File: config.mk
export PLATFORM = sky130hd
export DESIGN_NAME = rgb444_grey_scanner_flat
export DESIGN_NICKNAME = d
export VERILOG_FILES = /design/src/rtl/rgb444_grey_scanner_pkg.sv /design/src/rtl/rgb444_grey_scanner_if.sv /design/src/rtl/rgb444_to_grey.sv /design/src/rtl/rgb444_grey_scanner.sv /design/src/flat_wrapper.sv
export SDC_FILE = /design/constraint.sdc
export NUM_CORES = 1
export LEC_CHECK = 0
export ABC_AREA = 0
export BUFFER_PORTS_ARGS = -buffer_cell sky130_fd_sc_hd__buf_2
export CORE_MARGIN = 5
export CORE_UTILIZATION = 33
export CTS_CLUSTER_DIAMETER = 120
export CTS_CLUSTER_SIZE = 40
export DETAILED_ROUTE_END_ITERATION = 6
export GPL_TIMING_DRIVEN = 0
export PLACE_DENSITY = 0.58
export REMOVE_ABC_BUFFERS = 1
export SYNTH_ARGS = -nofsm -noshare
export SYNTH_HDL_FRONTEND = slang
export SYNTH_SLANG_ARGS = --single-unit
File: constraint.sdc
create_clock -name clk_100mhz -period 1.7 [get_ports clk_100mhz]
set_input_delay 0.085 -clock clk_100mhz [delete_from_list [all_inputs] [get_ports clk_100mhz]]
set_output_delay 0.085 -clock clk_100mhz [all_outputs]
set_load 0.1 [all_outputs]
File: src/rtl/rgb444_grey_scanner_pkg.sv
// Shared constants and types for the RGB444 greyscale scanner and its
// conversion stage.
package sift_pkg;

  localparam int unsigned IMG_W_DEF = 128;
  localparam int unsigned IMG_H_DEF = 128;

  localparam int unsigned PIXEL_W = 12;
  localparam int unsigned GREY_W  = 8;

  // Luma weights; they sum to 256 so the scaled result always fits GREY_W bits.
  localparam int unsigned W_R = 77;
  localparam int unsigned W_G = 150;
  localparam int unsigned W_B = 29;

  typedef enum logic [1:0] {
    IDLE,
    SCAN,
    DRAIN,
    DONE
  } scanner_state_t;

endpackage

File: src/rtl/rgb444_grey_scanner_if.sv
// Memory-side bus of the scanner: image read port and greyscale write port.
interface rgb444_grey_scanner_if
  import sift_pkg::*;
#(
  parameter int unsigned ADDR_W = $clog2(IMG_W_DEF * IMG_H_DEF)
);

  logic [ADDR_W-1:0]  rd_addr_out;
  logic [PIXEL_W-1:0] rd_data_in;
  logic [ADDR_W-1:0]  wr_addr_out;
  logic [GREY_W-1:0]  wr_data_out;
  logic               wr_en_out;

  modport master (
    output rd_addr_out,
    input  rd_data_in,
    output wr_addr_out,
    output wr_data_out,
    output wr_en_out
  );

  modport slave (
    input  rd_addr_out,
    output rd_data_in,
    input  wr_addr_out,
    input  wr_data_out,
    input  wr_en_out
  );

endinterface

File: src/rtl/rgb444_to_grey.sv
// Single registered stage converting an RGB444 pixel to 8-bit greyscale.
// grey_out holds its last value while valid_in is low.
module rgb444_to_grey
  import sift_pkg::*;
(
  input  logic               clk_100mhz,
  input  logic               sys_rst_n,
  input  logic               valid_in,
  input  logic [PIXEL_W-1:0] pixel_in,
  output logic               valid_out,
  output logic [GREY_W-1:0]  grey_out
);

  logic [7:0]        r8;
  logic [7:0]        g8;
  logic [7:0]        b8;
  logic [15:0]       acc;
  logic [GREY_W-1:0] grey_next;

  // Expand each nibble to 8 bits by replication, then weight and scale by 1/256.
  always_comb begin
    r8        = {pixel_in[11:8], pixel_in[11:8]};
    g8        = {pixel_in[7:4],  pixel_in[7:4]};
    b8        = {pixel_in[3:0],  pixel_in[3:0]};
    acc       = 16'(W_R) * {8'h00, r8}
              + 16'(W_G) * {8'h00, g8}
              + 16'(W_B) * {8'h00, b8};
    grey_next = GREY_W'(acc >> 8);
  end

  // Register the result; data only moves when a valid pixel arrives.
  always_ff @(posedge clk_100mhz or negedge sys_rst_n) begin
    if (!sys_rst_n) begin
      valid_out <= 1'b0;
      grey_out  <= '0;
    end else begin
      valid_out <= valid_in;
      if (valid_in) begin
        grey_out <= grey_next;
      end
    end
  end

endmodule

File: src/rtl/rgb444_grey_scanner.sv
// Scans one frame of the image BRAM on request, converts every pixel to
// greyscale and writes it to the output BRAM at the same address.
module rgb444_grey_scanner
  import sift_pkg::*;
#(
  parameter int unsigned IMG_W        = IMG_W_DEF,
  parameter int unsigned IMG_H        = IMG_H_DEF,
  parameter int unsigned READ_LATENCY = 2
)
(
  input  logic                  clk_100mhz,
  input  logic                  sys_rst_n,
  input  logic                  start_in,
  output logic                  busy_out,
  output logic                  done_out,
  rgb444_grey_scanner_if.master mem_if
);

  localparam int unsigned N      = IMG_W * IMG_H;
  localparam int unsigned ADDR_W = $clog2(N);
  localparam logic [ADDR_W-1:0] LAST_ADDR = ADDR_W'(N - 1);

  scanner_state_t            state;
  logic [ADDR_W-1:0]         rd_addr;
  logic                      issue;
  logic [READ_LATENCY-1:0]   vld_pipe;
  logic [ADDR_W-1:0]         addr_pipe [READ_LATENCY];
  logic [ADDR_W-1:0]         wr_addr_q;
  logic                      wr_en;
  logic [GREY_W-1:0]         wr_data;

  assign issue = (state == SCAN);

  // Scan controller: address generation plus registered busy/done.
  // DRAIN exits once the read delay line is empty; at that moment the final
  // pixel sits in the conversion register, so done lands one cycle after
  // the last write.
  always_ff @(posedge clk_100mhz or negedge sys_rst_n) begin
    if (!sys_rst_n) begin
      state    <= IDLE;
      rd_addr  <= '0;
      busy_out <= 1'b0;
      done_out <= 1'b0;
    end else begin
      done_out <= 1'b0;
      case (state)
        IDLE: begin
          if (start_in) begin
            state    <= SCAN;
            rd_addr  <= '0;
            busy_out <= 1'b1;
          end
        end
        SCAN: begin
          if (rd_addr == LAST_ADDR) begin
            state <= DRAIN;
          end else begin
            rd_addr <= rd_addr + ADDR_W'(1);
          end
        end
        DRAIN: begin
          if (vld_pipe == '0) begin
            state    <= DONE;
            rd_addr  <= '0;
            busy_out <= 1'b0;
            done_out <= 1'b1;
          end
        end
        DONE: begin
          state <= IDLE;
        end
        default: begin
          state    <= IDLE;
          rd_addr  <= '0;
          busy_out <= 1'b0;
        end
      endcase
    end
  end

  // Valid/address delay line matching the BRAM read latency.
  always_ff @(posedge clk_100mhz or negedge sys_rst_n) begin
    if (!sys_rst_n) begin
      vld_pipe <= '0;
      for (int unsigned i = 0; i < READ_LATENCY; i++) begin
        addr_pipe[i] <= '0;
      end
    end else begin
      vld_pipe[0]  <= issue;
      addr_pipe[0] <= rd_addr;
      for (int unsigned i = 1; i < READ_LATENCY; i++) begin
        vld_pipe[i]  <= vld_pipe[i-1];
        addr_pipe[i] <= addr_pipe[i-1];
      end
    end
  end

  // Write address follows its pixel through the conversion stage; holds otherwise.
  always_ff @(posedge clk_100mhz or negedge sys_rst_n) begin
    if (!sys_rst_n) begin
      wr_addr_q <= '0;
    end else if (vld_pipe[READ_LATENCY-1]) begin
      wr_addr_q <= addr_pipe[READ_LATENCY-1];
    end
  end

  rgb444_to_grey u_conv (
    .clk_100mhz (clk_100mhz),
    .sys_rst_n  (sys_rst_n),
    .valid_in   (vld_pipe[READ_LATENCY-1]),
    .pixel_in   (mem_if.rd_data_in),
    .valid_out  (wr_en),
    .grey_out   (wr_data)
  );

  assign mem_if.rd_addr_out = rd_addr;
  assign mem_if.wr_addr_out = wr_addr_q;
  assign mem_if.wr_data_out = wr_data;
  assign mem_if.wr_en_out   = wr_en;

endmodule

File: src/flat_wrapper.sv
// flat-port wrapper written by rule: the top's interface ports become plain ports
module rgb444_grey_scanner_flat import sift_pkg::*;
#(
  parameter int unsigned IMG_W        = IMG_W_DEF,
  parameter int unsigned IMG_H        = IMG_H_DEF,
  parameter int unsigned READ_LATENCY = 2
)
  (clk_100mhz, sys_rst_n, start_in, busy_out, done_out, mem_if_rd_addr_out, mem_if_rd_data_in, mem_if_wr_addr_out, mem_if_wr_data_out, mem_if_wr_en_out);
  rgb444_grey_scanner_if #(.ADDR_W(14)) mem_if_i ();
  input  logic clk_100mhz;
  input  logic sys_rst_n;
  input  logic start_in;
  output logic busy_out;
  output logic done_out;
  output wire logic [$bits(mem_if_i.rd_addr_out)-1:0] mem_if_rd_addr_out;
  input wire logic [$bits(mem_if_i.rd_data_in)-1:0] mem_if_rd_data_in;
  output wire logic [$bits(mem_if_i.wr_addr_out)-1:0] mem_if_wr_addr_out;
  output wire logic [$bits(mem_if_i.wr_data_out)-1:0] mem_if_wr_data_out;
  output wire logic [$bits(mem_if_i.wr_en_out)-1:0] mem_if_wr_en_out;
  assign mem_if_rd_addr_out = mem_if_i.rd_addr_out;
  assign mem_if_i.rd_data_in = mem_if_rd_data_in;
  assign mem_if_wr_addr_out = mem_if_i.wr_addr_out;
  assign mem_if_wr_data_out = mem_if_i.wr_data_out;
  assign mem_if_wr_en_out = mem_if_i.wr_en_out;
  rgb444_grey_scanner #(.IMG_W(IMG_W), .IMG_H(IMG_H), .READ_LATENCY(READ_LATENCY)) u_core (.clk_100mhz(clk_100mhz), .sys_rst_n(sys_rst_n), .start_in(start_in), .busy_out(busy_out), .done_out(done_out), .mem_if(mem_if_i));
endmodule
==> results.yml, run 1 <==
outcome:
  status: "finished with violations"
  violations: "negative setup slack"
yosys:
  syn_inst: 520
  ys_seq_elements: 71
  synth_top_area_share_pct: 31.3
  synth_top_cell_by_area: "dfrtp_1"
  ys.flop_type: "dfrtp_1"
  ys.warnings.count: 0
  synth_edf_count: 0
  yosysMostFrequentCell: "inv_1"
  synth.distinct_cells: 59
  synth_area_leaders: "dfrtp_1, fa_1, ha_1"
  synth-seq-area-share_pct: 31.3
  synthArstFlopShare_pct: 100
  syn-cell-area_um2: 5670
  syn_avg_cell_area_um2: 10.9
  synth_common_cells: "inv_1, ha_1, dfrtp_1, fa_1, nor2_1"
critical_path:
  max_stage_delay_ps: 520
  critPathLaunchType: "primary input"
  cp_slowest_cell: "fa_1"
  crit_path_frequent_cell: "fa_1"
  critPathKind: "in -> reg"
  cp.arrival_ps: 5740
  cp_num_buf_inv: 5
  crit_path_max_fanout: 4
  cp_top_family: "adder cells"
  crit_path_end_kind: "register"
  cp.required_ps: 1900
sta:
  fin_worst_skew_ps: 3.69
  finalHoldViolations: 0
  setup_ws_ps: -3840
  setup_viol: 13
  fin_crit_sh_pct: 326
  rsz0062_at_grt: "yes"
  max_freq_mhz: 181
  max_slew_margin_pct: 43.1
  worstMarginPinSlew_ps: 853
  min_period_ps: 5540
  final_max_slew_viol_count: 0
cells_and_area:
  antenna_cells: 0
  stdcell_area_um2: 7440
  syn_to_final_growth_pct: 31.3
  layout.nets: 767
  drive_above_1_share_pct: 35.1
  fin_util_pct: 43.6
floorplanning:
  die_area_um2: 19900
  die_h_um: 141
  rows: 48
  pin_count: 54
  initial_core_util_pct: 33.2
  die_x_um: 141
  core_area_um2: 17100
drt:
  vias: 4034
  via_per_inst: 4.77
  first_pass_iters: 5
  ant_nets: 0
  drt-met1-wl_um: 5220
  route.final.wire_length_um: 12400
  drt_iter0_drc: 146
  highest_layer: "met4"
  drc: 0
  met2WireLength_um: 6360
  wl_per_cell_um: 14.7
  wl_met3_um: 629
clock_tree:
  clockBufferDepth: 2
  clk_latency_ps: 320
  cts_max_level: 3
  cts_made_buffers: 9
  clk_pin_slew_worst_paths_ps: 50
  cts_tree: "built"
  cts_root_buf: "clkbuf_16"
  clock_sinks: 71
place:
  io_buffer_count: 53
  gp_congestion: 0.851
  dp_hpwl_um: 8870
  placed_area_um2: 6200
hold_path:
  hp-class: "in -> reg"
grt:
  grt-ovfl-total: 0
  grt_util_all_layers_pct: 12.6
  grt_antenna_before_repair: 0
  grt_pass1_vias: 4305
  grt_pass1_wl_um: 20600
  grt_max_degree: 72
job:
  cap_violations: 0
state kept, by name, indices dropped and copies added, names as in the netlist:
register,count
u_core.u_conv.grey_out,8
u_core.mem_if.wr_addr_out,14
u_core.busy_out,1
u_core.done_out,1
u_core.mem_if.rd_addr_out,14
u_core.state,2
u_core.addr_pipe,28
u_core.vld_pipe,2
u_core.u_conv.valid_out,1
metrics by stage:
step	instances	setup WS (ps)	setup TNS, ps	hold slack (ps)
global placement	793	-4700	-42810	332
detailed placement	793	-4770	-43630	256
CTS	833	-3790	-28960	212
floorplan	515	-4170	-41420	-211
global route	846	-3980	-31520	263
finish	846	-3840	-29370	268
worst min-delay path, stage by stage:
cell	delay, ps
buf_2	110
inv_1	90
mux2i_1	130
o2bb2ai_1	120
per-layer routing:
layer  GRT usage, %  up-vias
met5              0        -
met4           3.16        0
met3           3.39       20
met2           21.5       91
met1           15.9     2009
li1               -     1914
cell families after synthesis:
family	synth area share, %
AOI/OAI and AO/OA	9.42
xor gates and xnor gates	3.71
muxes	4.13
and+or+nand+nor	7.81
buffers and inverters	7.37
DFF	31.3
adders and majority gates	36.2
cell usage in the layout (no fill, tap or decap), types with 3 or more instances in the layout:
cell type / n
dfrtp_2: 6
a21o_1: 13
clkbuf_16: 9
nand2_2: 6
nor2_4: 4
nor2_1: 19
nand3_2: 4
nand2_1: 14
mux2_4: 4
and3_4: 4
nand3_1: 7
ha_4: 15
buf_6: 6
inv_2: 10
inv_1: 94
o21ai_0: 3
fa_1: 52
o21ai_4: 4
clkbuf_8: 3
xor2_1: 11
and3_1: 4
buf_4: 35
xnor2_1: 10
o21ai_2: 3
dfrtp_1: 64
nand4_1: 3
o31ai_1: 3
buf_2: 48
a21oi_1: 12
a21oi_2: 4
mux2_2: 15
a21oi_4: 4
ha_1: 65
path summary, 6_finish.rpt:
kind	startpoint	to	slack [ps]	cells after the start
max	mem_if_rd_data_in[6]	u_core.u_conv.grey_out[3]	-3840	25
min in group asynchronous	sys_rst_n	u_core.addr_pipe[7]	430	2
max reg2reg	u_core.mem_if.rd_addr_out[11]	u_core.mem_if.rd_addr_out[10]	-60	6
max in group asynchronous	sys_rst_n	u_core.vld_pipe[1]	640	2
min reg2reg	u_core.addr_pipe[27]	u_core.addr_pipe[13]	350	0
min	start_in	u_core.busy_out	270	4
area by class of cell:
class / count / area [µm²]
Fill cell: 1586 / 9610
Multi-Input combinational cell: 338 / 4070
Sequential cell: 71 / 1790
Timing Repair Buffer: 93 / 636
Inverter: 106 / 402
Tap cell: 225 / 282
Clock buffer: 12 / 267
Clock inverter: 1 / 5.00
what timing repair did:
| item | 4_1_cts | 5_1_grt |
|---|---|---|
| pin swaps | 46 | 40 |
| setup buffers | 26 | 14 |
| gates resized for setup | 80 | 58 |
| hold endpoints to repair | 71 | 0 |
| setup endpoints to repair | 24 | 23 |
| hold buffers | 1 | 0 |
Power of run 1 is not shown: default switching activity piles up to over one toggle a cycle in this logic, so the estimate is an artifact.
==> run 2: changes to the inputs <==
--- a/config.mk
+++ b/config.mk
@@ -5,7 +5,7 @@
 export SDC_FILE = /design/constraint.sdc
 export NUM_CORES = 1
 export LEC_CHECK = 0
-export ABC_AREA = 0
+export ABC_AREA = 1
 export BUFFER_PORTS_ARGS = -buffer_cell sky130_fd_sc_hd__buf_2
 export CORE_MARGIN = 5
 export CORE_UTILIZATION = 33
==> results.yml, run 2 <==
sta:
  final_max_slew_viol_count: 0
  setup_ws_ps: -3340
  fin_crit_sh_pct: 296
  whs_ps: 332
  min_period_ps: 5040
  max_slew_margin_pct: 41.0
  rsz0062_at_grt: "yes"
  setup-tns-final_ps: -25680
  max_freq_mhz: 199
  setup_viol: 8
  fin_worst_skew_ps: 5.66
  finalHoldViolations: 0
  worstMarginPinSlew_ps: 885
yosys:
  syn-cell-area_um2: 5910
  synth_common_cells: "nand2_1, inv_1, ha_1, dfrtp_1, fa_1"
  synth_area_leaders: "dfrtp_1, fa_1, ha_1"
  ys.warnings.count: 0
  ys.flop_type: "dfrtp_1"
  synth-seq-area-share_pct: 30.1
  synth_top_cell_by_area: "dfrtp_1"
  yosysMostFrequentCell: "nand2_1"
  synth_top_area_share_pct: 30.1
  syn_inst: 669
  synthArstFlopShare_pct: 100
  synth_edf_count: 0
  synth.distinct_cells: 32
  ys_seq_elements: 71
  syn_avg_cell_area_um2: 8.83
cells_and_area:
  layout_commonest_cell: "nand2_1"
  antenna_cells: 0
  drive_above_1_share_pct: 26.3
  syn_to_final_growth_pct: 28.2
  ff_latch_area_um2: 1780
  final_cell_mix: "nand2_1, inv_1, dfrtp_1"
  top_register: "u_core.addr_pipe"
  num-fill-cells: 1716
  largest_reg_flops: 28
  layoutNonFillerInstCount: 1000
  multi_input_area_um2: 4110
  layout.nets: 914
grt:
  grt_pass1_vias: 4491
  grt-ovfl-total: 0
  grt_max_degree: 72
  grt_util_all_layers_pct: 12.6
  grt_pass1_wl_um: 21100
  grt_antenna_before_repair: 0
outcome:
  status: "finished with violations"
  violations: "negative setup slack"
critical_path:
  cp_top_family: "adder cells"
  reg2reg_from: "u_core.mem_if.rd_addr_out[1]"
  cp.required_ps: 1910
  crit_path_end_kind: "register"
  crit_path_frequent_cell: "inv_2"
  cp-startpoint: "mem_if_rd_data_in[6]"
  critPathLaunchType: "primary input"
  cp_slowest_cell: "fa_1"
  max_stage_delay_ps: 550
  crit_path_max_fanout: 5
  cp.arrival_ps: 5250
  critPathKind: "in -> reg"
  cp_num_buf_inv: 7
drt:
  drc: 0
  ant_nets: 0
  first_pass_iters: 4
  via_per_inst: 4.46
  route.final.wire_length_um: 12900
  drt_iter0_drc: 161
  vias: 4455
  wl_per_cell_um: 12.9
clock_tree:
  clock_sinks: 71
  cts_tree: "built"
  cts_max_level: 3
  clk_pin_slew_worst_paths_ps: 50
  cts_made_buffers: 9
  cts_root_buf: "clkbuf_16"
  clockBufferDepth: 2
  clk_latency_ps: 320
floorplanning:
  die_h_um: 144
  pin_count: 54
  rows: 49
  initial_core_util_pct: 33.2
  core_area_um2: 17800
  die_x_um: 144
  die_area_um2: 20700
place:
  placed_cells: 945
  dp_hpwl_um: 9270
  io_buffer_count: 53
  gp_congestion: 0.834
hold_path:
  hp-class: "in -> reg"
  min_from: "start_in"
job:
  cap_violations: 0
run 2: changes by cell type in the layout (fill, tap and decap cells not counted), sizes merged, moves of 4 or more:
cell,change
a21o,-8
and3,-8
inv,+25
mux2,-19
nand2,+149
nand3,+18
nor2,+26
nor3,+5
o31ai,-4
xnor2,-8
xor2,+6
run 2: timing repair:
| item | 4_1_cts | 5_1_grt |
|---|---|---|
| resized for setup | 59 | 74 |
| pin swaps | 34 | 45 |
| cloned | 1 | 1 |
| endpoints found under the setup margin | 36 | 21 |
| buffers inserted | 13 | 23 |
| hold endpoints to repair | 71 | 0 |
| hold buffers | 1 | 0 |
run 2: logic make-up after synthesis:
| kind of cell | Yosys count | synth area share, % |
|---|---|---|
| adder cells (fa/ha/maj) | 133 | 34.8 |
| XOR/XNOR | 22 | 3.26 |
| AND/OR/NAND/NOR | 265 | 18.8 |
| AO/OA/AOI/OAI | 41 | 4.02 |
| flip-flops | 71 | 30.1 |
| buffers and inverters | 137 | 9.02 |
run 2: worst register-to-register path, cell delays in order (launching register included):
cell and delay, ps:
dfrtp_1 390, ha_4 160, nand2_1 90, nor2_4 150
and2_4 170, nand4_4 100, nand3_4 170, nand2_8 100
buf_4 140, o21ai_2 100
run 2: cell type report:
cell class | instances | share of cell area, %
Clock buffer | 14 | 3.35
Clock inverter | 2 | 0.215
Inverter | 131 | 6.71
Multi-Input combinational cell | 463 | 54.2
Sequential cell | 71 | 23.5
Tap cell | 229 | 3.78
Timing Repair Buffer | 90 | 8.18
run 2: worst paths after layout:
check,end,slack [ps],cells after the start
setup / recovery,u_core.u_conv.grey_out[7],-3340,29
hold / removal,u_core.busy_out,330,6
setup reg to reg,u_core.mem_if.rd_addr_out[6],60,9
hold reg to reg,u_core.addr_pipe[13],340,0
max in group asynchronous,u_core.vld_pipe[1],590,2
min in group asynchronous,u_core.mem_if.rd_addr_out[10],430,2
run 2: per-stage QoR:
stage / area [µm²] / utilization [%] / worst slack, ps
after global placement: 6420 / 36.1 / -4230
after detailed placement: 6420 / 36.1 / -4270
final: 7570 / 42.6 / -3340
after CTS: 7080 / 39.8 / -3280
after global routing: 7570 / 42.6 / -3520
after floorplan: 5870 / - / -3740
run 2: metal layers:
metal / track usage (%) / up-vias / wire length [µm] / share of wire [%]
met5: 0 / - / 0 / 0
met4: 2.87 / 0 / 129 / 1.0
met3: 3.06 / 12 / 564 / 4.4
met2: 21.0 / 61 / 6300 / 49
met1: 16.7 / 2121 / 5870 / 46
li1: - / 2261 / - / -
Power of run 2 is left out for the same reason.
==> run 3: changes to the inputs <==
--- a/config.mk
+++ b/config.mk
@@ -7,6 +7,7 @@
 export LEC_CHECK = 0
 export ABC_AREA = 1
 export BUFFER_PORTS_ARGS = -buffer_cell sky130_fd_sc_hd__buf_2
+export CORE_ASPECT_RATIO = 1.1
 export CORE_MARGIN = 5
 export CORE_UTILIZATION = 33
 export CTS_CLUSTER_DIAMETER = 120
==> results.yml, run 3 (synthesized netlist as in run 2, its figures left out) <==
grt:
  grt_max_degree: 72
  grt_antenna_before_repair: 0
  grt_pass1_wl_um: 21800
  grt_util_all_layers_pct: 13.1
  grt_pass1_vias: 4549
  grt-ovfl-total: 0
clock_tree:
  cts_max_level: 3
  clockBufferDepth: 2
  clk_latency_ps: 330
  clk_pin_slew_worst_paths_ps: 50
  cts_tree: "built"
  cts_root_buf: "clkbuf_16"
  clock_sinks: 71
  cts_made_buffers: 9
drt:
  drc: 0
  first_pass_iters: 4
  vias: 4427
  wl_per_cell_um: 13.0
  drt_iter0_drc: 92
  via_per_inst: 4.42
  route.final.wire_length_um: 13000
  ant_nets: 0
critical_path:
  cp-startpoint: "mem_if_rd_data_in[5]"
  cp.arrival_ps: 5260
  critPathLaunchType: "primary input"
  max_stage_delay_ps: 580
  crit_path_max_fanout: 6
  cp.required_ps: 1920
  critPathKind: "in -> reg"
  reg2reg_from: "u_core.mem_if.rd_addr_out[1]"
  ff2ff_setup_slack_ps: 80
  cp_slowest_cell: "fa_2"
  cp_num_buf_inv: 7
  cp_top_family: "adder cells"
  crit_path_end_kind: "register"
sta:
  fin_worst_skew_ps: 5.35
  final_max_slew_viol_count: 0
  worstMarginPinSlew_ps: 885
  setup_ws_ps: -3340
  max_freq_mhz: 198
  finalHoldViolations: 0
  rsz0062_at_grt: "yes"
  setup_viol: 8
  max_slew_margin_pct: 41.0
  fin_crit_sh_pct: 297
  min_period_ps: 5040
cells_and_area:
  antenna_cells: 0
  layout.nets: 907
  final_cell_mix: "nand2_1, inv_1, dfrtp_1"
  largest_reg_flops: 28
  layout_commonest_cell: "nand2_1"
  ff_latch_area_um2: 1790
  drive_above_1_share_pct: 25.0
  layoutNonFillerInstCount: 1002
  top_register: "u_core.addr_pipe"
  syn_to_final_growth_pct: 27.2
  multi_input_area_um2: 4030
  num-fill-cells: 1746
floorplanning:
  pin_count: 54
  rows: 51
  initial_core_util_pct: 33.4
  die_x_um: 138
  core_area_um2: 17700
  die_area_um2: 20700
  die_h_um: 150
place:
  dp_hpwl_um: 9650
  gp_congestion: 0.868
  placed_cells: 954
  post-place-ws_ps: -4320
  io_buffer_count: 53
job:
  cap_violations: 0
hold_path:
  min_from: "start_in"
  hp-class: "in -> reg"
outcome:
  violations: "negative setup slack"
  status: "finished with violations"
==> run 3: cell types whose count changed in the layout (fill, tap and decap cells not counted), moves of 5 or more <==
cell	before	now
buf_4	34	28
inv_1	108	113
nor2_2	2	9
inv_2	19	13
==> run 3: path summary, 6_finish.rpt <==
kind	to	depth (start not counted)
max	u_core.u_conv.grey_out[3]	28
max in group asynchronous	u_core.vld_pipe[1]	2
max reg2reg	u_core.mem_if.rd_addr_out[12]	9
min reg2reg	u_core.addr_pipe[1]	0
min	u_core.busy_out	7
min in group asynchronous	u_core.mem_if.rd_addr_out[9]	2
==> run 3: per-layer routing <==
layer	up-vias	track usage (%)	share of wire (%)
li1	2246	-	-
met1	2087	16.2	43
met2	76	23.1	52
met3	18	2.51	4.1
met4	0	3.39	1.7
met5	-	0	0
==> run 3: repair_timing <==
action / 4_1_cts / 5_1_grt
hold endpoints to repair: 71 / 0
gates resized for setup: 63 / 57
setup endpoints to repair: 38 / 23
cloned: 1 / 1
buffers inserted: 12 / 17
hold buffers: 1 / 0
pin swaps: 39 / 40
==> run 3: cell type report <==
class                      instances  area share, %
multi-input combinational        463           53.7
sequential                        71           23.8
timing repair buffer              83           7.45
inverter                         131           6.83
tap                              238           3.96
clock buffer                      13           3.46
clock inverter                     3          0.866
==> run 3: worst register-to-register path: stages (launching register included) <==
cell	delay [ps]
dfrtp_1	390
ha_4	150
nand2_1	80
nor2_2	130
and2_4	170
nand4_4	110
nand3_4	210
nand2_4	130
nand2_1	90
nand2_1	50
==> run 3: metrics by stage <==
step                      setup TNS, ps  util, %  hold slack, ps  area, µm²
after global placement           -41550     36.4             333       6430
after CTS                        -25610     40.4             258       7150
after detailed placement         -42290     36.4             271       6430
after global routing             -27490     42.5             350       7510
after floorplan                  -38980        -            -211       5870
final                            -26000     42.5             336       7510
Power of run 3 is left out for the same reason.
